$ cat src/rtl/cycle_steal_arbiter_pkg.sv
// Shared types and constants for the cycle-steal arbiter. The counters are
// stored in a 15-bit ones-complement erasable memory.
package cycle_steal_arbiter_pkg;

  localparam int WORD_W = 15;
  localparam int ADDR_W = 12;
  localparam int IDX_W  = 5;

  typedef logic [WORD_W-1:0] word_t;

  localparam word_t POS_ZERO  = 15'h0000;
  localparam word_t NEG_ZERO  = 15'h7FFF;
  localparam word_t MINUS_ONE = 15'h7FFE;
  localparam word_t PLUS_ONE  = 15'h0001;

  localparam logic [ADDR_W-1:0] CNT_BASE_DEFAULT = 12'd20;

  typedef enum logic [2:0] {
    IDLE,
    CPU_RD,
    CPU_RDW,
    CPU_WR,
    CI_RD,
    CI_MOD,
    CI_WR
  } arb_state_t;

  // One pending increment: counter index and direction (1 = MINC).
  typedef struct packed {
    logic [IDX_W-1:0] idx;
    logic             dir;
  } cinc_req_t;

  // Counter address; the index is zero-extended and the sum wraps at 2^12.
  function automatic logic [ADDR_W-1:0] counter_addr(input logic [ADDR_W-1:0] base,
                                                      input logic [IDX_W-1:0]  idx);
    return base + {{(ADDR_W-IDX_W){1'b0}}, idx};
  endfunction

endpackage

$ cat src/rtl/cycle_steal_arbiter_inc_fifo.sv
// Pending-increment FIFO. A push into a full FIFO is accepted when a pop
// happens in the same cycle, so the occupancy stays at DEPTH.
module inc_fifo
  import cycle_steal_arbiter_pkg::*;
#(
  parameter int DEPTH = 4
) (
  input  logic      clk,
  input  logic      rst,
  input  logic      push,
  input  cinc_req_t push_data,
  input  logic      pop,
  output cinc_req_t head,
  output logic      full,
  output logic      empty
);

  localparam int PTR_W = $clog2(DEPTH);

  cinc_req_t        entries [DEPTH];
  logic [PTR_W-1:0] wr_ptr;
  logic [PTR_W-1:0] rd_ptr;
  logic [PTR_W:0]   count;
  logic             do_push;
  logic             do_pop;

  assign full    = (count == (PTR_W+1)'(DEPTH));
  assign empty   = (count == '0);
  assign do_pop  = pop && !empty;
  assign do_push = push && (!full || do_pop);
  assign head    = entries[rd_ptr];

  // NOTE: non-blocking assignments keep every register sampling pre-edge values.
  always_ff @(posedge clk or posedge rst) begin
    if (rst) begin
      wr_ptr <= '0;
      rd_ptr <= '0;
      count  <= '0;
    end else begin
      if (do_push) wr_ptr <= wr_ptr + PTR_W'(1);
      if (do_pop)  rd_ptr <= rd_ptr + PTR_W'(1);
      case ({do_push, do_pop})
        2'b10:   count <= count + (PTR_W+1)'(1);
        2'b01:   count <= count - (PTR_W+1)'(1);
        default: count <= count;
      endcase
    end
  end

  // NOTE: storage is not reset; count alone decides which entries are valid.
  always_ff @(posedge clk) begin
    if (do_push) entries[wr_ptr] <= push_data;
  end

endmodule

$ cat src/rtl/cycle_steal_arbiter.sv
// Shares one single-port memory between the sequencer and counter-increment
// read-modify-write cycles, alternating grants when both are waiting.
module cycle_steal_arbiter
  import cycle_steal_arbiter_pkg::*;
#(
  parameter logic [11:0] CNT_BASE   = CNT_BASE_DEFAULT,
  parameter int          FIFO_DEPTH = 4
) (
  input  logic        clk,
  input  logic        rst,
  input  logic        cpu_req,
  input  logic        cpu_we,
  input  logic [11:0] cpu_addr,
  input  logic [14:0] cpu_wdata,
  output logic        cpu_gnt,
  output logic [14:0] cpu_rdata,
  output logic        cpu_rvalid,
  input  logic        cinc_valid,
  output logic        cinc_ready,
  input  logic [4:0]  cinc_idx,
  input  logic        cinc_dir,
  output logic [11:0] mem_addr,
  output logic        mem_we,
  output logic [14:0] mem_wdata,
  input  logic [14:0] mem_rdata,
  output logic        ovf_pulse,
  output logic [4:0]  ovf_idx,
  output logic        busy
);

  arb_state_t state;
  logic       last_cinc;
  logic [4:0] ci_idx;
  logic       ci_dir;

  cinc_req_t  push_req;
  cinc_req_t  fifo_head;
  logic       fifo_full;
  logic       fifo_empty;
  logic       fifo_push;
  logic       fifo_pop;

  assign push_req   = '{idx: cinc_idx, dir: cinc_dir};
  assign cinc_ready = !fifo_full;
  assign fifo_push  = cinc_valid && cinc_ready;
  assign fifo_pop   = (state == CI_RD);
  assign busy       = (state != IDLE) || !fifo_empty;

  inc_fifo #(
    .DEPTH(FIFO_DEPTH)
  ) u_inc_fifo (
    .clk      (clk),
    .rst      (rst),
    .push     (fifo_push),
    .push_data(push_req),
    .pop      (fifo_pop),
    .head     (fifo_head),
    .full     (fifo_full),
    .empty    (fifo_empty)
  );

  // A request whose grant is still showing is already served; this stops a
  // held cpu_req from being granted twice right after a CPU write.
  logic cpu_pend;
  logic ci_pend;

  assign cpu_pend = cpu_req && !cpu_gnt;
  assign ci_pend  = !fifo_empty;

  // Ones-complement +/-1 with end-around carry and saturation-free overflow:
  // a wrapped result of the wrong sign is replaced by the matching zero.
  logic [WORD_W:0] oc_sum;
  word_t           oc_addend;
  word_t           oc_wrap;
  word_t           oc_result;
  logic            oc_pos_ovf;
  logic            oc_neg_ovf;

  // NOTE: every always_comb output gets a value on every path, so no latches.
  always_comb begin
    oc_addend  = ci_dir ? MINUS_ONE : PLUS_ONE;
    oc_sum     = {1'b0, mem_rdata} + {1'b0, oc_addend};
    oc_wrap    = oc_sum[WORD_W-1:0] + word_t'(oc_sum[WORD_W]);
    oc_pos_ovf = !mem_rdata[WORD_W-1] && !oc_addend[WORD_W-1] && oc_wrap[WORD_W-1];
    oc_neg_ovf = mem_rdata[WORD_W-1] && oc_addend[WORD_W-1] && !oc_wrap[WORD_W-1];
    oc_result  = oc_wrap;
    if (oc_pos_ovf)      oc_result = POS_ZERO;
    else if (oc_neg_ovf) oc_result = NEG_ZERO;
  end

  always_ff @(posedge clk or posedge rst) begin
    if (rst) begin
      state      <= IDLE;
      last_cinc  <= 1'b1;
      ci_idx     <= '0;
      ci_dir     <= 1'b0;
      mem_addr   <= '0;
      mem_we     <= 1'b0;
      mem_wdata  <= '0;
      cpu_gnt    <= 1'b0;
      cpu_rdata  <= '0;
      cpu_rvalid <= 1'b0;
      ovf_pulse  <= 1'b0;
      ovf_idx    <= '0;
    end else begin
      mem_we     <= 1'b0;
      cpu_gnt    <= 1'b0;
      cpu_rvalid <= 1'b0;
      ovf_pulse  <= 1'b0;
      case (state)
        IDLE: begin
          if (cpu_pend && (!ci_pend || last_cinc)) begin
            state     <= cpu_we ? CPU_WR : CPU_RD;
            last_cinc <= 1'b0;
          end else if (ci_pend) begin
            state     <= CI_RD;
            last_cinc <= 1'b1;
          end
        end
        CPU_RD: begin
          mem_addr <= cpu_addr;
          cpu_gnt  <= 1'b1;
          state    <= CPU_RDW;
        end
        CPU_RDW: begin
          cpu_rdata  <= mem_rdata;
          cpu_rvalid <= 1'b1;
          state      <= IDLE;
        end
        CPU_WR: begin
          mem_addr  <= cpu_addr;
          mem_wdata <= cpu_wdata;
          mem_we    <= 1'b1;
          cpu_gnt   <= 1'b1;
          state     <= IDLE;
        end
        CI_RD: begin
          ci_idx   <= fifo_head.idx;
          ci_dir   <= fifo_head.dir;
          mem_addr <= counter_addr(CNT_BASE, fifo_head.idx);
          state    <= CI_MOD;
        end
        CI_MOD: begin
          mem_we    <= 1'b1;
          mem_wdata <= oc_result;
          ovf_pulse <= oc_pos_ovf || oc_neg_ovf;
          ovf_idx   <= ci_idx;
          state     <= CI_WR;
        end
        CI_WR: begin
          state <= IDLE;
        end
        default: begin
          state <= IDLE;
        end
      endcase
    end
  end

endmodule

$ cat config.mk
export PLATFORM = sky130hd
export DESIGN_NAME = cycle_steal_arbiter
export DESIGN_NICKNAME = d
export VERILOG_FILES = /design/src/rtl/cycle_steal_arbiter_pkg.sv /design/src/rtl/cycle_steal_arbiter_inc_fifo.sv /design/src/rtl/cycle_steal_arbiter.sv
export SDC_FILE = /design/constraint.sdc
export NUM_CORES = 1
export LEC_CHECK = 0
export ABC_AREA = 1
export BUFFER_PORTS_ARGS = -buffer_cell sky130_fd_sc_hd__buf_4
export CORE_ASPECT_RATIO = 1.4
export CORE_MARGIN = 2
export CORE_UTILIZATION = 56
export CTS_CLUSTER_SIZE = 10
export DETAILED_ROUTE_END_ITERATION = 16
export PLACE_DENSITY = 0.9
export SYNTH_ARGS = -nofsm -noshare
export SYNTH_HDL_FRONTEND = slang
export SYNTH_SLANG_ARGS = --single-unit
$ cat constraint.sdc
create_clock -name clk -period 4.2 [get_ports clk]
set_input_delay 0.21 -clock clk [delete_from_list [all_inputs] [get_ports clk]]
set_output_delay 0.21 -clock clk [all_outputs]
set_load 0.005 [all_outputs]
# Word-level counts from Yosys, hierarchy flattened
# Memories as Yosys holds them, arrays and structs flattened.
# Cells that the tools add are included.
[totals] ff_bits=68 latch_bits=0 mem_bits_rw=24 romBits=0 output_inout_bits=53 word_cells=79 memories=1
[op_classes] n_addsub=7 n_mul=0 n_div=0 order_cmp=0 eq_ne=10 shift=0 mux=18 n_bitwise=0 reduce_logical=28
[mem_list] memory="u_inc_fifo.entries" depth=4 word_bits=6 read_ports=1 rd_clocked_by_memory_dff=0 write_ports=1 line_no="cycle_steal_arbiter_inc_fifo.sv:20" rtl="cinc_req_t entries [DEPTH];"
[ops] op="15-bit two-way mux" n=3
[ops] op="15-bit one-hot mux with 2 select lines" n=1
[ops] op="12-bit one-hot mux with 2 select lines" n=1
[ops] op="15-bit by 15-bit adder with 16-bit output" n=1
[ops] op="15-bit by 1-bit adder with 15-bit output" n=1
[ops] op="3-bit one-hot mux with 4 select lines" n=1
[ops] op="3-bit equality test, second input constant" n=3
[ops] op="1-bit logical AND" n=9
[ops] op="1-bit two-way mux" n=8
[ops] op="5-bit by 5-bit adder with 6-bit output, first input constant" n=1
[ops] op="3-bit by 2-bit equality test with 1-bit output, second input constant" n=2
[ops] op="1-bit logical NOT" n=6
[ops] op="3-bit logical NOT" n=2
[ops] op="3-bit two-way mux" n=2
[ops] op="3-bit one-hot mux with 2 select lines" n=1
[ops] op="2-bit nonzero test" n=3
[ops] op="2-bit by 1-bit adder with 2-bit output, second input constant" n=2
[ops] op="1-bit logical OR" n=4
[ops] op="2-bit OR reduction" n=2
[ops] op="3-bit by 1-bit adder with 3-bit output, second input constant" n=1
[ops] op="3-bit by 1-bit equality test with 1-bit output, second input constant" n=1
[ops] op="3-bit inequality test, second input constant" n=1
[ops] op="3-bit nonzero test" n=1
[ops] op="3-bit by 1-bit subtractor with 3-bit output, second input constant" n=1
[ops] op="5 further kinds" n=5

# Logic depth before layout (Yosys ltp)
[logic_depth] ltp_word=8 mapped_depth=27

# Cells and area by module
# From an unflattened synthesis, not the netlist that was laid out.
[hier_totals] cells_unflattened=671 hier_area_um2=5367.6
[by_module_without_submodules] module="cycle_steal_arbiter" n_inst=1 cells_per_inst=543 area_each_um2=3986.3 seq_area_each_um2=1527.7
[by_module_without_submodules] module="inc_fifo" n_inst=1 cells_per_inst=128 area_each_um2=1381.3 seq_area_each_um2=895.9

# Least setup slack after synthesis
# Ideal clock, no wire load.
[synth_timing] path_kind="reg-to-reg" start="register ci_dir" end="register mem_wdata[0]" setup_ns=0.073 arrival_ns=3.179 required_time_ns=4.127 path_slack_ns=0.948 path_stages_with_launch=26 n_path_buf=1 synth_period_minus_slack_ns=3.252 cell_sequence="dfrtp_1 ha_1 nand2_1 nor2_1 and2_1 nand2_1 nand2_1 nand2_1 inv_1 o21ai_0 nand2_1 ha_1 ha_1 inv_1 nor2_1 nand3_1 nor2_2 nand2_2 nor2_4 nand2_2 nand2_4 nand2_2 nand2_4 buf_8 nand3_2 a21oi_2"
[synth_between] elab_chain_len=8
[synth_rtl] element="start: declaration" line_no="cycle_steal_arbiter.sv:34" rtl="logic ci_dir;"
[synth_rtl] element="start signal: assignment" line_no="cycle_steal_arbiter.sv:139" rtl="ci_dir <= fifo_head.dir;"
[synth_rtl] element="15-bit two-way mux *" line_no="cycle_steal_arbiter.sv:81" rtl="oc_addend = ci_dir ? MINUS_ONE : PLUS_ONE;"
[synth_rtl] element="15-bit by 15-bit adder with 16-bit output" line_no="cycle_steal_arbiter.sv:82" rtl="oc_sum = {1'b0, mem_rdata} + {1'b0, oc_addend};"
[synth_rtl] element="15-bit by 1-bit adder with 15-bit output" line_no="cycle_steal_arbiter.sv:83" rtl="oc_wrap = oc_sum[WORD_W-1:0] + word_t'(oc_sum[WORD_W]);"
[synth_rtl] element="1-bit logical NOT" line_no="cycle_steal_arbiter.sv:85" rtl="oc_neg_ovf = mem_rdata[WORD_W-1] && oc_addend[WORD_W-1] && !oc_wrap[WORD_W-1];"
[synth_rtl] element="1-bit logical AND" line_no="cycle_steal_arbiter.sv:85"
[synth_rtl] element="15-bit two-way mux" line_no="cycle_steal_arbiter.sv:88" rtl="else if (oc_neg_ovf) oc_result = NEG_ZERO;"
[synth_rtl] element="15-bit two-way mux *" line_no="cycle_steal_arbiter.sv:87" rtl="if (oc_pos_ovf) oc_result = POS_ZERO;"
[synth_rtl] element="15-bit one-hot mux with 2 select lines *" line_no="cycle_steal_arbiter.sv:110" rtl="case (state)"
[synth_rtl] element="end signal: assignment" line_no="cycle_steal_arbiter.sv:132" rtl="mem_wdata <= cpu_wdata;"
[synth_rtl] element="end signal: assignment" line_no="cycle_steal_arbiter.sv:145" rtl="mem_wdata <= oc_result;"
[synth_rtl] element="end: declaration" line_no="cycle_steal_arbiter.sv:24" rtl="output logic [14:0] mem_wdata,"
# Every way passes the cells marked *; elsewhere a longest branch is shown, timed or not.
# A chain may end at the register's enable or synchronous reset.

# Final worst setup path
[layout_timing] start="register ci_dir" end="register mem_wdata[12]"
# Same word-level chain as after synthesis.

==> impl_results.md <==
- Status: finished, final reports clean
- Clk_lat worst skew: 0.35 ns
- Fmax: 0.2737 GHz
- Yosys warns: 0
- Seq cells post-synth: 92
- Fin Setup TNS: 0 ns
- Longest Clk Path Bufs: 2
- Fin crit period: 3.653 ns
- Largest fanout on the critical path: 16
- Total gr overflow: 0
- CTS tree: built
- Area of the die: 10150 µm²
- Initial Utilization: 0.5798
- Primary FF master, synth: dfrtp_1
- Register area share after synthesis: 0.4630
- Maximum number of pins on one net before global-route repair: 39
- IO buf count: roughly 110
- Number of synthesized flops with an enable pin: 24
- Final setup viols: 0
- Nets: 832
- Detail Placement HPWL: 10230 µm
- Static leakage: about 3.3 nW
- Crit path required time: 4.47 ns
- Critical path's slowest cell: dfrtp_2
- Synth unique cells: 35
- Vias in the first global route: 4719
- Die H: 118.4 µm
- Routed vias/inst: 5.401
- Final Skew: 0.008752 ns
- Worst hold path class: input pin to register
- Register area: 2425 µm²
- CTS Sinks: ~90
- Final Util: 0.7127
- CTS buffer count: 9
- # fillers: between 700 and 800
- Syn_nets: roughly 730
- Fin. max-slew vios: 0
- Synth async-reset ratio: 0.7391
- Clk pin slew, worst setup/hold paths: 0.07 ns
- Row cnt: 41
- Avg Cell Area, Syn: around 8 µm²
- Routed length per instance: 15.27 µm
- Slew @ Worst Pin: 0.8693 ns
- Diode count: 0
- Die W: around 86 µm
- P&R area growth vs syn: 22.92%
- Critical Path AT: between 3 and 4 ns
- H-tree depth: 3
- Yosys top cell by area: dfrtp_1
- IO Count: 106
- Tcrit/Tclk final: 0.8699
- Via count of the routed design: 4672
- PwrDens: 801.7 nW/µm²
- Layout cell share with drive strength beyond 1: 0.2282
- Slew Limit Headroom: 0.4183
- RSZ-0062 raised after global routing: false
- MaxCap Viol Count: 0
- Top-count cell post-synth: nand2_1
- R2r setup slk: 0.55 ns
- Multi-input gate area: approximately 2400 µm²
- WL final: 13210 µm
- CP startpoint kind: register
- Final hold violation count: 0
- DRT antenna net count: 0
- First-pass GRT wire length: ~22000 µm
- Max VDD drop: 423.7 µV
- Setup bufs post-CTS: 0
- Cell area after synthesis: 5235 µm²
- Share of the synthesized area in the top cell type: 0.3203
- Overall Global Routing Usage: 0.2733
- Root buf cell: clkbuf_16
- Initial antenna violation count: 0
- DRT Pass-1 Iters: 6
- Critical path class: register to register
- Iteration-0 DRC count of the detailed router: a little under 300
- Post-route DRC: 0
- Cells after Synth: 647
- Cell mode on critical path: nand2_1
- Routability cong.: 0.9818
- Area contributors post-synth: dfrtp_1 32%, edfxtp_1 14%, nand2_1 13%
- Core Area: 9029 µm²
- Critical Path End Type: register
- Commonest cells in the netlist: 183 x nand2_1, 76 x inv_1, 67 x dfrtp_1, 62 x nor2_1, 44 x o21ai_0
- Max incr delay on CP: approximately 0.53 ns
==> flip-flops by register name (all words and copies together), names as in the netlist <==
register            count
ci_dir                  1
u_inc_fifo.entries     24
u_inc_fifo.rd_ptr       2
cpu_rvalid              1
u_inc_fifo.count        3
mem_wdata              15
u_inc_fifo.wr_ptr       2
cpu_rdata              15
state                   3
last_cinc               1
mem_we                  1
mem_addr               12
cpu_gnt                 1
ovf_idx                 5
ovf_pulse               1
ci_idx                  5
==> layout make-up <==
| type | instances | area share |
|---|---|---|
| repair buffers | 111 | 0.1299 |
| multi-input cells | 455 | 0.3759 |
| inverters | 84 | 0.04900 |
| clock buffers | 9 | 0.03500 |
| flip-flops and latches | 92 | 0.3768 |
| well taps | 107 | 0.02080 |
| clock inverters | 7 | 0.01264 |
==> metal layers <==
layer | GRT usage | vias up | part of all wire
met3 | 0.04679 | 37 | 0.047
met1 | 0.2975 | 2181 | 0.37
met5 | 0 | - | 0
met2 | 0.5103 | 162 | 0.55
li1 | - | 2292 | -
met4 | 0.1121 | 0 | 0.030
==> worst paths after layout <==
check / to / start / depth (start not counted)
setup / recovery: mem_wdata[12] / ci_dir / 25
hold / removal: u_inc_fifo.entries[3][5] / cinc_idx[4] / 1
setup reg to reg: mem_wdata[12] / ci_dir / 25
hold reg to reg: cpu_rdata[8] / cpu_rdata[8] / 2
max in group asynchronous: ci_dir / rst / 4
min in group asynchronous: cpu_rdata[13] / rst / 3
==> cell usage in the layout (no fill, tap or decap), types with 7 or more instances in the layout <==
cell       count
o21ai_0       44
a21oi_1       25
nand3_2       11
nand3_1       43
dfrtp_1       66
nand4_1        7
nand2_1      183
nand2_2        7
buf_4        110
nor2_1        62
a21oi_2        8
edfxtp_1      24
inv_2          9
inv_1         75
clkbuf_16      9
ha_1          22
==> report_power, final <==
part / total, mW / internal [mW] / switching (mW)
clock: 0.809 / 0.423 / 0.386
combinational: 2.81 / 1.11 / 1.70
sequential: 1.55 / 1.30 / 0.242
total: 5.16 / 2.84 / 2.32
==> kinds of logic (layout without fill, tap and decap cells) <==
group	count (synthesis)	after routing	share of synthesized area
buffers and inverters	100	211	0.07600
AOI/OAI and AO/OA	90	90	0.09942
DFF	92	92	0.4630
and+or+nand+nor	328	328	0.2782
adders and majority gates	26	26	0.06501
xor gates and xnor gates	11	11	0.01840
==> through the flow <==
| stage | area (µm²) | total power, mW | hold WS [ns] | cells | setup slack (ns) |
|---|---|---|---|---|---|
| after global routing | 6435 | 5.583 | 0.05177 | 865 | 0.1169 |
| final | 6435 | 5.159 | 0.05209 | 865 | 0.5466 |
| after global placement | 6112 | 4.187 | 0.3409 | 848 | 0.6087 |
| after floorplan | 5235 | 3.377 | 0.3089 | 647 | 0.9482 |
| after CTS | 6429 | 5.146 | 0.04868 | 865 | 0.4411 |
| after detailed placement | 6112 | 4.314 | 0.3641 | 848 | 0.4732 |
==> what timing repair did <==
action                     4_1_cts  5_1_grt
gates resized for setup          0        3
setup endpoints to repair        0        7
hold endpoints to repair         7        0
hold buffers                     1        0
==> critical path, delay by kind of cell, from the launching register on <==
| family | cells | cell delay, ns |
|---|---|---|
| simple gates | 17 | 1.86 |
| compound gates | 2 | 0.23 |
| buf+inv | 3 | 0.17 |
| flops | 1 | 0.53 |
| fa+ha+maj | 3 | 0.79 |
Note: power is estimated with default switching activity, not from simulation.
